===== src/rtl/npc_redirect_unit_if.sv =====
// Bundle between the D-stage decode/forwarding logic, the instruction memory
// and the next-PC unit. The unit itself uses the slave side.
interface npc_redirect_unit_if #(
    parameter int ADDR_W = 32
) ();
    logic              stall_d;
    logic              imem_ready;
    logic              d_valid;
    logic [ADDR_W-1:0] pc_d;
    logic [31:0]       instr_d;
    logic [31:0]       rs_data;
    logic [31:0]       rt_data;
    logic [3:0]        npc_op;
    logic              exc_req;
    logic              eret_req;
    logic [ADDR_W-1:0] epc;
    logic [ADDR_W-1:0] pc_f;
    logic              redirect;
    logic [ADDR_W-1:0] link_addr;
    logic              pending_valid;

    modport master (
        output stall_d, imem_ready, d_valid, pc_d, instr_d, rs_data, rt_data,
               npc_op, exc_req, eret_req, epc,
        input  pc_f, redirect, link_addr, pending_valid
    );

    modport slave (
        input  stall_d, imem_ready, d_valid, pc_d, instr_d, rs_data, rt_data,
               npc_op, exc_req, eret_req, epc,
        output pc_f, redirect, link_addr, pending_valid
    );
endinterface


===== src/rtl/npc_redirect_unit.sv =====
// Fetch-PC owner: resolves MIPS branches/jumps in D, handles exception entry
// and eret, and buffers one redirect while instruction memory is not ready.
module npc_redirect_unit #(
    parameter int              ADDR_W     = 32,
    parameter logic [ADDR_W-1:0] RESET_PC   = ADDR_W'(32'h0000_3000),
    parameter logic [ADDR_W-1:0] EXC_VECTOR = ADDR_W'(32'h0000_4180)
) (
    input  logic               clk,
    input  logic               reset,
    npc_redirect_unit_if.slave bus
);
    localparam logic [3:0] OP_BEQ  = 4'd1;
    localparam logic [3:0] OP_BNE  = 4'd2;
    localparam logic [3:0] OP_BLEZ = 4'd3;
    localparam logic [3:0] OP_BGTZ = 4'd4;
    localparam logic [3:0] OP_BLTZ = 4'd5;
    localparam logic [3:0] OP_BGEZ = 4'd6;
    localparam logic [3:0] OP_J    = 4'd7;
    localparam logic [3:0] OP_JR   = 4'd8;

    logic [ADDR_W-1:0] pc_f_q, pc_f_d;
    logic              pend_valid_q, pend_valid_d;
    logic [ADDR_W-1:0] pend_target_q, pend_target_d;

    logic              cond_met;
    logic              taken;
    logic [ADDR_W-1:0] br_target;
    logic [ADDR_W-1:0] j_target;
    logic [ADDR_W-1:0] target;
    logic signed [31:0] rs_s;

    // Opcode field is decoded upstream into npc_op; only offset/index bits matter here.
    logic unused_instr_bits;
    assign unused_instr_bits = ^bus.instr_d[31:26];

    assign rs_s = signed'(bus.rs_data);

    // Branch offset is sign-extended word offset relative to the delay slot.
    assign br_target = bus.pc_d + ADDR_W'(4)
                     + {{(ADDR_W-18){bus.instr_d[15]}}, bus.instr_d[15:0], 2'b00};

    // Jump region comes from the D-stage PC, not the fetch PC.
    always_comb begin
        j_target        = bus.pc_d;
        j_target[27:0]  = {bus.instr_d[25:0], 2'b00};
    end

    // Branch condition and target selection from raw forwarded operands.
    always_comb begin
        cond_met = 1'b0;
        target   = br_target;
        case (bus.npc_op)
            OP_BEQ:  cond_met = (bus.rs_data == bus.rt_data);
            OP_BNE:  cond_met = (bus.rs_data != bus.rt_data);
            OP_BLEZ: cond_met = (rs_s <= 32'sd0);
            OP_BGTZ: cond_met = (rs_s >  32'sd0);
            OP_BLTZ: cond_met = (rs_s <  32'sd0);
            OP_BGEZ: cond_met = (rs_s >= 32'sd0);
            OP_J: begin
                cond_met = 1'b1;
                target   = j_target;
            end
            OP_JR: begin
                cond_met = 1'b1;
                target   = ADDR_W'(bus.rs_data);
            end
            default: cond_met = 1'b0;
        endcase
    end

    assign taken = bus.d_valid & ~bus.stall_d & cond_met;

    // Next fetch PC and pending-buffer update; earlier rules take priority.
    always_comb begin
        pc_f_d        = pc_f_q;
        pend_valid_d  = pend_valid_q;
        pend_target_d = pend_target_q;
        if (bus.exc_req) begin
            pc_f_d       = EXC_VECTOR;
            pend_valid_d = 1'b0;
        end else if (bus.eret_req) begin
            pc_f_d       = bus.epc;
            pend_valid_d = 1'b0;
        end else if (bus.stall_d) begin
            // F and D frozen: hold everything.
        end else if (!bus.imem_ready) begin
            if (taken) begin
                pend_valid_d  = 1'b1;
                pend_target_d = target;
            end
        end else if (taken) begin
            // A live redirect beats a stale buffered one.
            pc_f_d       = target;
            pend_valid_d = 1'b0;
        end else if (pend_valid_q) begin
            pc_f_d       = pend_target_q;
            pend_valid_d = 1'b0;
        end else begin
            pc_f_d = pc_f_q + ADDR_W'(4);
        end
    end

    // State registers with asynchronous reset.
    always_ff @(posedge clk or posedge reset) begin
        if (reset) begin
            pc_f_q        <= RESET_PC;
            pend_valid_q  <= 1'b0;
            pend_target_q <= '0;
        end else begin
            pc_f_q        <= pc_f_d;
            pend_valid_q  <= pend_valid_d;
            pend_target_q <= pend_target_d;
        end
    end

    assign bus.pc_f          = pc_f_q;
    assign bus.redirect      = taken;
    assign bus.link_addr     = bus.pc_d + ADDR_W'(8);
    assign bus.pending_valid = pend_valid_q;
endmodule


===== src/flat_wrapper.sv =====
// flat-port wrapper written by rule: the top's interface ports become plain ports
module npc_redirect_unit_flat 
#(
    parameter int              ADDR_W     = 32,
    parameter logic [ADDR_W-1:0] RESET_PC   = ADDR_W'(32'h0000_3000),
    parameter logic [ADDR_W-1:0] EXC_VECTOR = ADDR_W'(32'h0000_4180)
)
  (clk, reset, bus_stall_d, bus_imem_ready, bus_d_valid, bus_pc_d, bus_instr_d, bus_rs_data, bus_rt_data, bus_npc_op, bus_exc_req, bus_eret_req, bus_epc, bus_pc_f, bus_redirect, bus_link_addr, bus_pending_valid);
  npc_redirect_unit_if #(.ADDR_W(ADDR_W)) bus_i ();
  input  logic clk;
  input  logic reset;
  input wire logic [$bits(bus_i.stall_d)-1:0] bus_stall_d;
  input wire logic [$bits(bus_i.imem_ready)-1:0] bus_imem_ready;
  input wire logic [$bits(bus_i.d_valid)-1:0] bus_d_valid;
  input wire logic [$bits(bus_i.pc_d)-1:0] bus_pc_d;
  input wire logic [$bits(bus_i.instr_d)-1:0] bus_instr_d;
  input wire logic [$bits(bus_i.rs_data)-1:0] bus_rs_data;
  input wire logic [$bits(bus_i.rt_data)-1:0] bus_rt_data;
  input wire logic [$bits(bus_i.npc_op)-1:0] bus_npc_op;
  input wire logic [$bits(bus_i.exc_req)-1:0] bus_exc_req;
  input wire logic [$bits(bus_i.eret_req)-1:0] bus_eret_req;
  input wire logic [$bits(bus_i.epc)-1:0] bus_epc;
  output wire logic [$bits(bus_i.pc_f)-1:0] bus_pc_f;
  output wire logic [$bits(bus_i.redirect)-1:0] bus_redirect;
  output wire logic [$bits(bus_i.link_addr)-1:0] bus_link_addr;
  output wire logic [$bits(bus_i.pending_valid)-1:0] bus_pending_valid;
  assign bus_i.stall_d = bus_stall_d;
  assign bus_i.imem_ready = bus_imem_ready;
  assign bus_i.d_valid = bus_d_valid;
  assign bus_i.pc_d = bus_pc_d;
  assign bus_i.instr_d = bus_instr_d;
  assign bus_i.rs_data = bus_rs_data;
  assign bus_i.rt_data = bus_rt_data;
  assign bus_i.npc_op = bus_npc_op;
  assign bus_i.exc_req = bus_exc_req;
  assign bus_i.eret_req = bus_eret_req;
  assign bus_i.epc = bus_epc;
  assign bus_pc_f = bus_i.pc_f;
  assign bus_redirect = bus_i.redirect;
  assign bus_link_addr = bus_i.link_addr;
  assign bus_pending_valid = bus_i.pending_valid;
  npc_redirect_unit #(.ADDR_W(ADDR_W), .RESET_PC(RESET_PC), .EXC_VECTOR(EXC_VECTOR)) u_core (.clk(clk), .reset(reset), .bus(bus_i));
endmodule

===== config.mk =====
export PLATFORM = sky130hd
export DESIGN_NAME = npc_redirect_unit_flat
export DESIGN_NICKNAME = d
export VERILOG_FILES = /design/src/rtl/npc_redirect_unit_if.sv /design/src/rtl/npc_redirect_unit.sv /design/src/flat_wrapper.sv
export SDC_FILE = /design/constraint.sdc
export NUM_CORES = 1
export LEC_CHECK = 0
export ABC_AREA = 1
export CORE_AREA = 2 2 158 160
export CTS_CLUSTER_DIAMETER = 200
export DETAILED_ROUTE_END_ITERATION = 16
export DIE_AREA = 0 0 160 162
export PLACE_DENSITY = 0.67
export SLEW_MARGIN = 25
export SYNTH_ARGS = -nofsm -noshare
export SYNTH_HDL_FRONTEND = slang
export SYNTH_SLANG_ARGS = --single-unit

===== constraint.sdc =====
create_clock -name clk -period 2.6 [get_ports clk]
set_clock_uncertainty 0.15 [all_clocks]
set_input_delay 0.26 -clock clk [delete_from_list [all_inputs] [get_ports clk]]
set_output_delay 0.26 -clock clk [all_outputs]
set_load 0.03 [all_outputs]

==> results.yml, run 1 <==
status:
  status: "finished, final reports clean"
power:
  leakagePower_nw: 6.89
  ir_drop_mv: 0.235
  power.density_nw_per_um2: 371
synthesis:
  synth.top_cell.area_share_pct: 22.0
  synth-xor-area-share_pct: 7.05
  synth_fa_ha_area_share_pct: 9.11
  yosysMostFrequentCell: "nand2_1"
  synthArstFlopShare_pct: 100
  synth_warnings: 0
  synth_mux_area_share_pct: 0.120
  syn-num-nets: 1640
  ys_seq_elements: 65
  seq_area_frac_synth_pct: 19.6
  synth_compound_area_share_pct: 10.7
  syn_area_um2: 8330
  synth-simple-area-share_pct: 43.8
  synth_top_family_by_area: "simple AND/OR/NAND/NOR gates"
  yosys.cell_types.count: 48
  synth_area_leaders: "nand2_1 (22%), dfrtp_1 (19%), ha_1 (8.9%), nand3_1 (8.0%), nor2_1 (7.5%)"
  syn_inst: 1409
  yosysTopAreaCell: "nand2_1"
  dominantRegCellSynth: "dfrtp_1"
  synth_edf_count: 0
  avgSynthCellArea_um2: 5.91
  synthTopCellsByCount: "nand2_1 (487), nor2_1 (167), inv_1 (152), nand3_1 (133), o21ai_0 (64)"
route:
  drtPass1Iterations: 6
  ant_nets: 0
  vias: 10816
  via_per_inst: 5.04
  drc: 0
  drt_iter0_drc: 817
  wl_mm: 35.0
  wl_per_cell_um: 16.3
sta:
  worst_pin_slew_ps: 488
  drv_slew: 0
  period_minus_slack_ps: 2530
  rsz0062_at_grt: "yes"
  period_share_pct: 97.2
  slew_headroom_pct: 67.1
  max_clock_freq_ghz: 0.396
  hold_viol: 0
  final-setup-viol-count: 0
  setup_slack_ps: 72.7
worst_setup_path:
  path_class: "primary input to output port"
  crit_path_start_kind: "primary input"
  critPathLaunch: "bus_pc_d[4]"
  slowest_stage: "nor4_4"
  cpLargestDelayFamily: "simple AND/OR/NAND/NOR gates"
  crit_path_max_fanout: 3
  worstPathRequired_ps: 2190
  cp.arrival_ps: 2120
  path_buf_inv: 3
  rr_startpoint: "u_core.bus.pc_f[2]"
  slowest_delay_ps: 340
  cp_common_cell: "nor2_4"
  path_cells: "buf_8 -> ha_4 -> nand3_4 -> nor2_4 -> nand2_4 -> nor4_4 -> nand4_2 -> nor2_4 -> nand3_4 -> nor2_4 -> buf_6 -> xor2_4 -> buf_12"
  cp-end-kind: "output port"
cts:
  htreeDepth: 3
  clock_sinks: 65
  numCtsBuffers: 9
  root_buffer: "clkbuf_16"
  clock_latency_ps: 350
  cts_tree: "yes"
  cts_hold_buffers: 0
  cts.clk_slew.worst_paths_ps: 50
  clk_path_buf_depth: 2
placed_design:
  gp_congestion: 0.968
  dpl_worst_slack_ps: -652
  io_buffers: 230
  dpl.hpwl_mm: 27.0
global_route:
  grt_antenna_before_repair: 0
  grt_pass1_wl_mm: 54.6
  grt_max_degree: 66
  first_global_vias: 10538
  grt-ovfl-total: 0
  grt.total_usage_pct: 26.1
finish:
  n_antenna_cell: 0
  fillers: 2225
  nets: 2048
  synthToLayoutAreaGrowth_pct: 71.3
  utilization_pct: 59.2
  drive_above_1_share_pct: 25.9
die:
  ios: 237
  start_util_pct: 34.5
  core_region_area_um2: 24100
  rows: 57
  fp.dieW_um: 160
  fp.dieH_um: 162
  die_area_um2: 25900
run:
  maxCapViolations: 0
worst_hold_path:
  hp-class: "primary input to asynchronous set/reset pin"
## registers in the layout (all words and copies together), names as in the netlist
register                  flops
u_core.bus.pc_f              32
u_core.pend_target_q         32
u_core.bus.pending_valid      1
## cells by family after synthesis
family | Yosys count
xor+xnor | 67
simple gates | 864
mux | 1
flops | 65
compound gates | 154
fa+ha+maj | 60
buf+inv | 198
## path summary, 6_finish.rpt
| path | slack (ps) | depth (start not counted) | to |
|---|---|---|---|
| min | 160 | 3 | u_core.bus.pc_f[28] |
| max reg2reg | 260 | 13 | u_core.bus.pc_f[24] |
| min in group clk | 330 | 2 | u_core.pend_target_q[16] |
| max in group asynchronous | 1780 | 3 | u_core.bus.pc_f[12] |
| min reg2reg | 330 | 2 | u_core.pend_target_q[16] |
| max | 70 | 13 | bus_link_addr[27] |
## layout make-up
class	instances	area (µm²)	share of cell area (%)
inverter	155	587	4.11
clock buffer	15	258	1.81
tap	324	405	2.84
clock inverter	1	5.00	0.0351
timing repair buffer	440	4190	29.4
sequential	65	1630	11.4
multi-input combinational	1146	7190	50.4
## cells in the final DEF (no fill, tap or decap), types with 8 or more instances in the layout
cell type,n
nor2_2,21
ha_4,57
dlymetal6s2s_1,22
buf_4,203
nor3_1,14
nand3_2,19
clkdlybuf4s50_1,153
nand4_1,24
o21ai_0,56
xor2_1,12
nand2_2,36
clkbuf_16,9
or2_2,8
a21oi_2,14
a21oi_1,25
nand2_1,447
dlygate4sd2_1,17
nand3b_1,8
nand3_1,113
a22o_1,8
a31oi_1,9
xnor2_1,47
nor2_4,11
dfrtp_1,63
inv_1,147
buf_12,25
o21ai_1,13
nor2_1,138
nand2_4,8
## per-layer routing
| layer | vias up | global-route usage, % | wire length [µm] |
|---|---|---|---|
| met5 | - | 0 | 0 |
| met4 | 0 | 9.46 | 1220 |
| met3 | 70 | 3.52 | 2260 |
| met2 | 431 | 44.3 | 16700 |
| met1 | 4963 | 34.2 | 14900 |
| li1 | 5352 | - | - |
## per-stage QoR
stage / instance area, µm² / hold WS (ps) / cells / power, W / TNS [ps]
6_report: 14300 / 161 / 2146 / 0.00529 / 0
3_3_place_gp: 12500 / 312 / 2109 / 0.00370 / -28270
5_1_grt: 14300 / 201 / 2146 / 0.00561 / -253
4_1_cts: 13600 / 192 / 2139 / 0.00508 / -139
2_1_floorplan: 8330 / 299 / 1409 / 0.00252 / 0
3_5_place_dp: 12500 / 313 / 2109 / 0.00373 / -31110
## tightest hold or removal path, stage by stage
cell,delay (ps)
clkdlybuf4s50_1,410
inv_2,70
buf_12,300
## report_power, final
part	switching, W	total, W	internal [W]
Clock	0.000449	0.00112	0.000671
Combinational	0.00151	0.00286	0.00136
Sequential	0.000131	0.00131	0.00118
Total	0.00209	0.00529	0.00321
## timing repair
item,in CTS,in global routing
resized for setup,181,140
gates cloned,0,0
setup buffers,14,7
pin swaps,51,42
setup endpoints to repair,60,54
Note: power is estimated with default switching activity, not from simulation.
==> inputs of run 2 (changes only) <==
--- a/config.mk
+++ b/config.mk
@@ -5,12 +5,12 @@
 export SDC_FILE = /design/constraint.sdc
 export NUM_CORES = 1
 export LEC_CHECK = 0
-export ABC_AREA = 1
-export CORE_AREA = 2 2 158 160
+export ABC_AREA = 0
+export CORE_AREA = 2 2 148 150
 export CTS_CLUSTER_DIAMETER = 200
 export DETAILED_ROUTE_END_ITERATION = 16
-export DIE_AREA = 0 0 160 162
-export PLACE_DENSITY = 0.67
+export DIE_AREA = 0 0 150 152
+export PLACE_DENSITY = 0.69
 export SLEW_MARGIN = 25
 export SYNTH_ARGS = -nofsm -noshare
 export SYNTH_HDL_FRONTEND = slang
==> run 2 against run 1 <==
The run now ends with setup timing left; clock-buffer cell count is 2 lower; wire length decreased by 8.1%; non-clock buffer count rose by 36; combinational power fell by 5%; global-route usage rose by 0.89 points; sequential share of layout area rose by 0.87 points; worst setup slack lost 270 ps; cell count down 23%; die area shrank 12%; largest cell class unchanged.
==> results.yml, run 2 <==
sta:
  final-setup-viol-count: 14
  hold_viol: 0
  max_clock_freq_ghz: 0.358
  rsz0062_at_grt: "yes"
  slew_headroom_pct: 60.2
  timing.hold.ws_ps: 143
  drv_slew: 0
  period_minus_slack_ps: 2800
  worst_pin_slew_ps: 596
  setup_slack_ps: -197
  period_share_pct: 108
status:
  status: "complete, but fails checks"
  violations: "setup timing"
die:
  rows: 54
  die_area_um2: 22800
  core_region_area_um2: 21400
  start_util_pct: 34.3
  ios: 237
  fp.dieH_um: 152
  fp.dieW_um: 150
synthesis:
  ys_seq_elements: 65
  syn_area_um2: 7320
  yosysMostFrequentCell: "nand2_1"
  yosys.cell_types.count: 69
  synthArstFlopShare_pct: 100
  synth.top_cell.area_share_pct: 21.5
  syn-num-nets: 1162
  seq_area_frac_synth_pct: 22.3
  synth_area_leaders: "dfrtp_1 (22%), ha_1 (10%), xnor2_1 (9.2%), o21ai_0 (5.4%), a21oi_1 (5.1%)"
  avgSynthCellArea_um2: 7.86
  syn_inst: 931
  synth_warnings: 0
  yosysTopAreaCell: "dfrtp_1"
  synthTopCellsByCount: "nand2_1 (81), o21ai_0 (79), xnor2_1 (77), a21oi_1 (75), nor2_1 (72)"
  dominantRegCellSynth: "dfrtp_1"
  synth_edf_count: 0
worst_setup_path:
  worstPathRequired_ps: 2680
  cp_common_cell: "ha_4"
  crit_path_start_kind: "primary input"
  slowest_stage: "fa_2"
  cp.arrival_ps: 2870
  path_cells: "buf_8 -> ha_4 -> ha_4 -> fa_2 -> a211oi_2 -> o21ai_2 -> o22ai_2 -> o211ai_1 -> buf_4 -> a211oi_4 -> nor4_1 -> a211o_1 -> mux2_4"
  r2r_setup_slack_ps: 170
  crit_path_max_fanout: 3
  slowest_delay_ps: 360
  rr_worst_depth: 9
  r2r-end: "u_core.bus.pc_f[27]"
  cp-end-kind: "register"
  rr_startpoint: "u_core.bus.pc_f[13]"
  path_class: "primary input to register"
cts:
  htreeDepth: 3
  clock_sinks: 65
  cts.clk_slew.worst_paths_ps: 50
  numCtsBuffers: 9
  root_buffer: "clkbuf_16"
  cts_tree: "yes"
  clock_latency_ps: 340
  cts_hold_buffers: 0
  clk_path_buf_depth: 2
global_route:
  grt_use_met1_pct: 36.8
  grt-ovfl-total: 0
  grt.met2_usage_pct: 44.0
  grt_antenna_before_repair: 2
  first_global_vias: 9186
  grt_use_met3_pct: 4.50
  grt_max_degree: 66
  grt_pass1_wl_mm: 49.1
  grt.total_usage_pct: 27.0
  grt_busiest_layer: "met2"
route:
  via_per_inst: 5.58
  drc: 0
  drtPass1Iterations: 6
  ant_nets: 0
  wl_mm: 32.2
  vias: 9205
  wl_per_cell_um: 19.5
  drt_iter0_drc: 769
finish:
  fillers: 1828
  mostFrequentLayoutCells: "buf_4 (230), clkdlybuf4s50_1 (97), nand2_1 (78), xnor2_1 (69), nor2_1 (67)"
  utilization_pct: 62.1
  layout.cells.non_filler: 1651
  layout_commonest_cell: "buf_4"
  synthToLayoutAreaGrowth_pct: 81.1
  nets: 1594
  drive_above_1_share_pct: 38.7
  stdcell_area_um2: 13300
power:
  seq_power_share_pct: 25.5
  ir_drop_mv: 0.258
  swShare_pct: 37.1
  power.density_nw_per_um2: 391
  pwr-share-comb_pct: 52.6
  p_int_w: 0.00326
  leakagePower_nw: 5.72
  p_sw_w: 0.00192
  p_clk_share_pct: 21.9
placed_design:
  gp_congestion: 0.915
  dpl_worst_slack_ps: -1010
  place_inst: 1609
  post_dp_cell_area_um2: 11800
  io_buffers: 230
  dpl.hpwl_mm: 24.4
run:
  maxCapViolations: 0
worst_hold_path:
  hp-class: "primary input to asynchronous set/reset pin"
==> run 2: cell count changes in the layout (fill, tap and decap cells not counted), moves of 21 or more <==
cell and change:
a21oi_1 +30, and3_1 +21, buf_4 +27, clkbuf_2 +28
clkdlybuf4s50_1 -56, dlygate4sd2_1 +27, inv_1 -130, nand2_1 -369
nand2_2 -33, nand3_1 -84, nor2_1 -71, xnor2_1 +22
==> run 2: how the worst max path moves through the flow <==
stage                               end  depth (start not counted)           start
5_1_grt        u_core.pend_target_q[29]                         13     bus_pc_d[3]
6_report       u_core.pend_target_q[29]                         13     bus_pc_d[3]
2_1_floorplan  u_core.pend_target_q[25]                         11  bus_instr_d[1]
3_3_place_gp        u_core.bus.pc_f[21]                         13  bus_instr_d[1]
4_1_cts             u_core.bus.pc_f[31]                         14     bus_pc_d[3]
3_5_place_dp        u_core.bus.pc_f[13]                         15  bus_instr_d[1]
==> run 2: repair_timing <==
action | 4_1_cts | 5_1_grt
setup buffers | 16 | 6
gates resized for setup | 316 | 169
pin swaps | 108 | 58
endpoints found under the setup margin | 79 | 71
cloned | 1 | 1
hold endpoints to repair | 0 | 0
==> run 2: final cells by class <==
type	instances	area (µm²)	area share [%]
clock inverter	3	15.0	0.113
clock buffer	13	260	1.96
antenna	3	7.51	0.0566
tap	280	350	2.64
inverter	23	96.3	0.727
timing repair buffer	476	4200	31.7
sequential	65	1630	12.3
multi-input combinational	788	6700	50.5
==> run 2: critical path, delay by kind of cell <==
kind	cells	cell delay, ps
AOI/OAI and AO/OA	6	1200
buffers and inverters	2	300
adders and majority gates	3	760
muxes	1	260
and+or+nand+nor	1	80
==> run 2: cells by family after synthesis <==
logic type	after synthesis	share of synthesized area, %
buffers and inverters	78	4.36
muxes	35	5.14
and+or+nand+nor	297	20.1
adders and majority gates	60	10.4
AOI/OAI and AO/OA	293	25.5
xor gates and xnor gates	103	12.3
DFF	65	22.3
==> run 2: per-stage QoR <==
step	TNS [ps]	power, W
floorplan	-1970	0.00247
global placement	-49880	0.00359
detailed placement	-52960	0.00363
CTS	-2790	0.00498
global route	-4320	0.00544
finish	-1500	0.00519
==> run 2: per-layer routing <==
layer	vias to the layer above	share of wire (%)
li1	4331	-
met1	4383	42
met2	431	47
met3	60	8.3
met4	0	2.6
met5	-	0
==> run 2: power by group through the flow <==
stage | clock network (W) | logic (W) | registers (W)
after CTS | 0.00114 | 0.00254 | 0.00131
after floorplan | 0 | 0.00110 | 0.00137
after global placement | 0 | 0.00227 | 0.00131
after global routing | 0.00118 | 0.00292 | 0.00134
final | 0.00113 | 0.00273 | 0.00132
after detailed placement | 0 | 0.00230 | 0.00132
==> inputs of run 3 (changes only) <==
--- a/config.mk
+++ b/config.mk
@@ -10,7 +10,9 @@
 export CTS_CLUSTER_DIAMETER = 200
 export DETAILED_ROUTE_END_ITERATION = 16
 export DIE_AREA = 0 0 150 152
+export GPL_ROUTABILITY_DRIVEN = 0
 export PLACE_DENSITY = 0.69
+export RECOVER_POWER = 50
 export SLEW_MARGIN = 25
 export SYNTH_ARGS = -nofsm -noshare
 export SYNTH_HDL_FRONTEND = slang
==> run 3 against run 2 <==
The flow still finishes with violations (setup timing); design area increased by 0.74%; sequential cell count unchanged; clock-buffer cell count rose by 1; non-clock buffer count is 9 higher; cell count rose by 0.73%; critical path depth is the same; first-iteration DRC count increased by 6.1%; register-to-register slack got worse by 100 ps; hold slack improved by 88 ps; via count up 2.1%; global-route usage is 0.21 points higher; power grew 2.5%; critical path type unchanged.
==> results.yml, run 3 (synthesized netlist as in run 2, its figures left out) <==
finish:
  drive_above_1_share_pct: 38.1
  synthToLayoutAreaGrowth_pct: 82.4
  layout_commonest_cell: "buf_4"
  nets: 1603
  mostFrequentLayoutCells: "buf_4 (238), clkdlybuf4s50_1 (88), nand2_1 (77), nor2_1 (69), dfrtp_1 (63)"
status:
  status: "complete, but fails checks"
  violations: "setup timing"
worst_setup_path:
  worstPathRequired_ps: 2660
  cp.arrival_ps: 3020
  cp-end-kind: "register"
  crit_path_max_fanout: 4
  rr_startpoint: "u_core.bus.pc_f[12]"
  r2r_setup_slack_ps: 70
  rr_worst_depth: 9
  crit_path_start_kind: "primary input"
  critPathLaunch: "bus_pc_d[3]"
  r2r-end: "u_core.bus.pc_f[24]"
  path_class: "primary input to register"
global_route:
  grt.total_usage_pct: 27.2
  grt_pass1_wl_mm: 49.7
  grt_antenna_before_repair: 6
  grt_max_degree: 57
  first_global_vias: 9284
  grt-ovfl-total: 0
route:
  wl_met3_mm: 2.96
  dr.max_layer_used: "met4"
  drt_iter0_drc: 816
  vias: 9397
  ant_nets: 0
  via_per_inst: 5.65
  wl_per_cell_um: 19.6
  dr_wl_met2_mm: 15.3
  drc: 0
  drtPass1Iterations: 5
  wl_mm: 32.7
  wl_met1_mm: 13.5
worst_hold_path:
  hp-class: "primary input to register"
  holdPathEnd: "u_core.pend_target_q[3]"
  hold_depth: 4
  hp-start: "bus_instr_d[1]"
sta:
  drv_slew: 0
  max_clock_freq_ghz: 0.339
  final-setup-viol-count: 31
  setup_slack_ps: -352
  worst_pin_slew_ps: 902
  period_minus_slack_ps: 2950
  finalSetupTns_ps: -4520
  hold_viol: 0
  slew_headroom_pct: 39.8
  rsz0062_at_grt: "yes"
  period_share_pct: 114
cts:
  clk_path_buf_depth: 2
  cts_hold_buffers: 0
  cts.clk_slew.worst_paths_ps: 60
  clock_sinks: 65
  clock_latency_ps: 330
  root_buffer: "clkbuf_16"
  htreeDepth: 3
  numCtsBuffers: 9
  cts_tree: "yes"
die:
  core_region_area_um2: 21400
  rows: 54
  die_area_um2: 22800
  ios: 237
  start_util_pct: 34.3
  fp.dieW_um: 150
  fp.dieH_um: 152
power:
  ir_drop_mv: 0.249
  leakagePower_nw: 5.84
  power.density_nw_per_um2: 398
run:
  maxCapViolations: 0
placed_design:
  dpl.hpwl_mm: 24.6
  dpl_worst_slack_ps: -971
  io_buffers: 230
## run 3: power by group
| group | internal (W) | switching (W) |
|---|---|---|
| Clock | 0.000820 | 0.000437 |
| Combinational | 0.00139 | 0.00136 |
| Sequential | 0.00119 | 0.000129 |
| Total | 0.00339 | 0.00192 |
## run 3: metrics by stage
step / hold slack, ps / power [W] / util [%] / cells / area, µm²
global route: 263 / 0.00557 / 62.5 / 1660 / 13300
finish: 231 / 0.00532 / 62.6 / 1663 / 13400
CTS: 164 / 0.00511 / 61.3 / 1650 / 13100
global placement: 317 / 0.00358 / 55.4 / 1617 / 11800
floorplan: 225 / 0.00247 / - / 931 / 7540
detailed placement: 326 / 0.00362 / 55.4 / 1617 / 11800
## run 3: cell type report
cell class | instances | area [µm²]
Antenna cell | 6 | 15.0
Clock buffer | 14 | 274
Clock inverter | 2 | 35.0
Fill cell | 1845 | 7990
Inverter | 23 | 88.8
Multi-Input combinational cell | 788 | 6700
Sequential cell | 65 | 1630
Tap cell | 280 | 350
Timing Repair Buffer | 485 | 4270
## run 3: routing by layer
metal | track usage (%) | vias to the layer above
li1 | - | 4335
met1 | 36.5 | 4455
met2 | 44.1 | 522
met3 | 5.26 | 85
met4 | 8.54 | 0
met5 | 0 | -
## run 3: how the worst max path moves through the flow
stage	to	slack (ps)	cells past startpoint
2_1_floorplan	u_core.pend_target_q[25]	-260	11
6_report	u_core.pend_target_q[29]	-350	13
3_3_place_gp	u_core.bus.pc_f[21]	-910	13
3_5_place_dp	u_core.bus.pc_f[13]	-970	15
5_1_grt	u_core.bus.pc_f[21]	-440	13
4_1_cts	u_core.bus.pc_f[31]	-240	14
## run 3: critical path, stage by stage
cell	delay [ps]
buf_8	100
ha_4	240
ha_4	160
fa_2	360
a211oi_2	230
o21ai_2	110
o22ai_2	250
o211ai_1	250
buf_4	210
a211oi_4	210
nor4_1	80
a211o_1	270
mux2_4	270
## run 3: repair_timing
action                                  in CTS  in global routing
setup buffers                               18                  7
gates resized for setup                    327                128
gates cloned                                 1                  0
pin swaps                                  103                 74
endpoints found under the setup margin      80                 72
endpoints found under the hold margin        0                  0
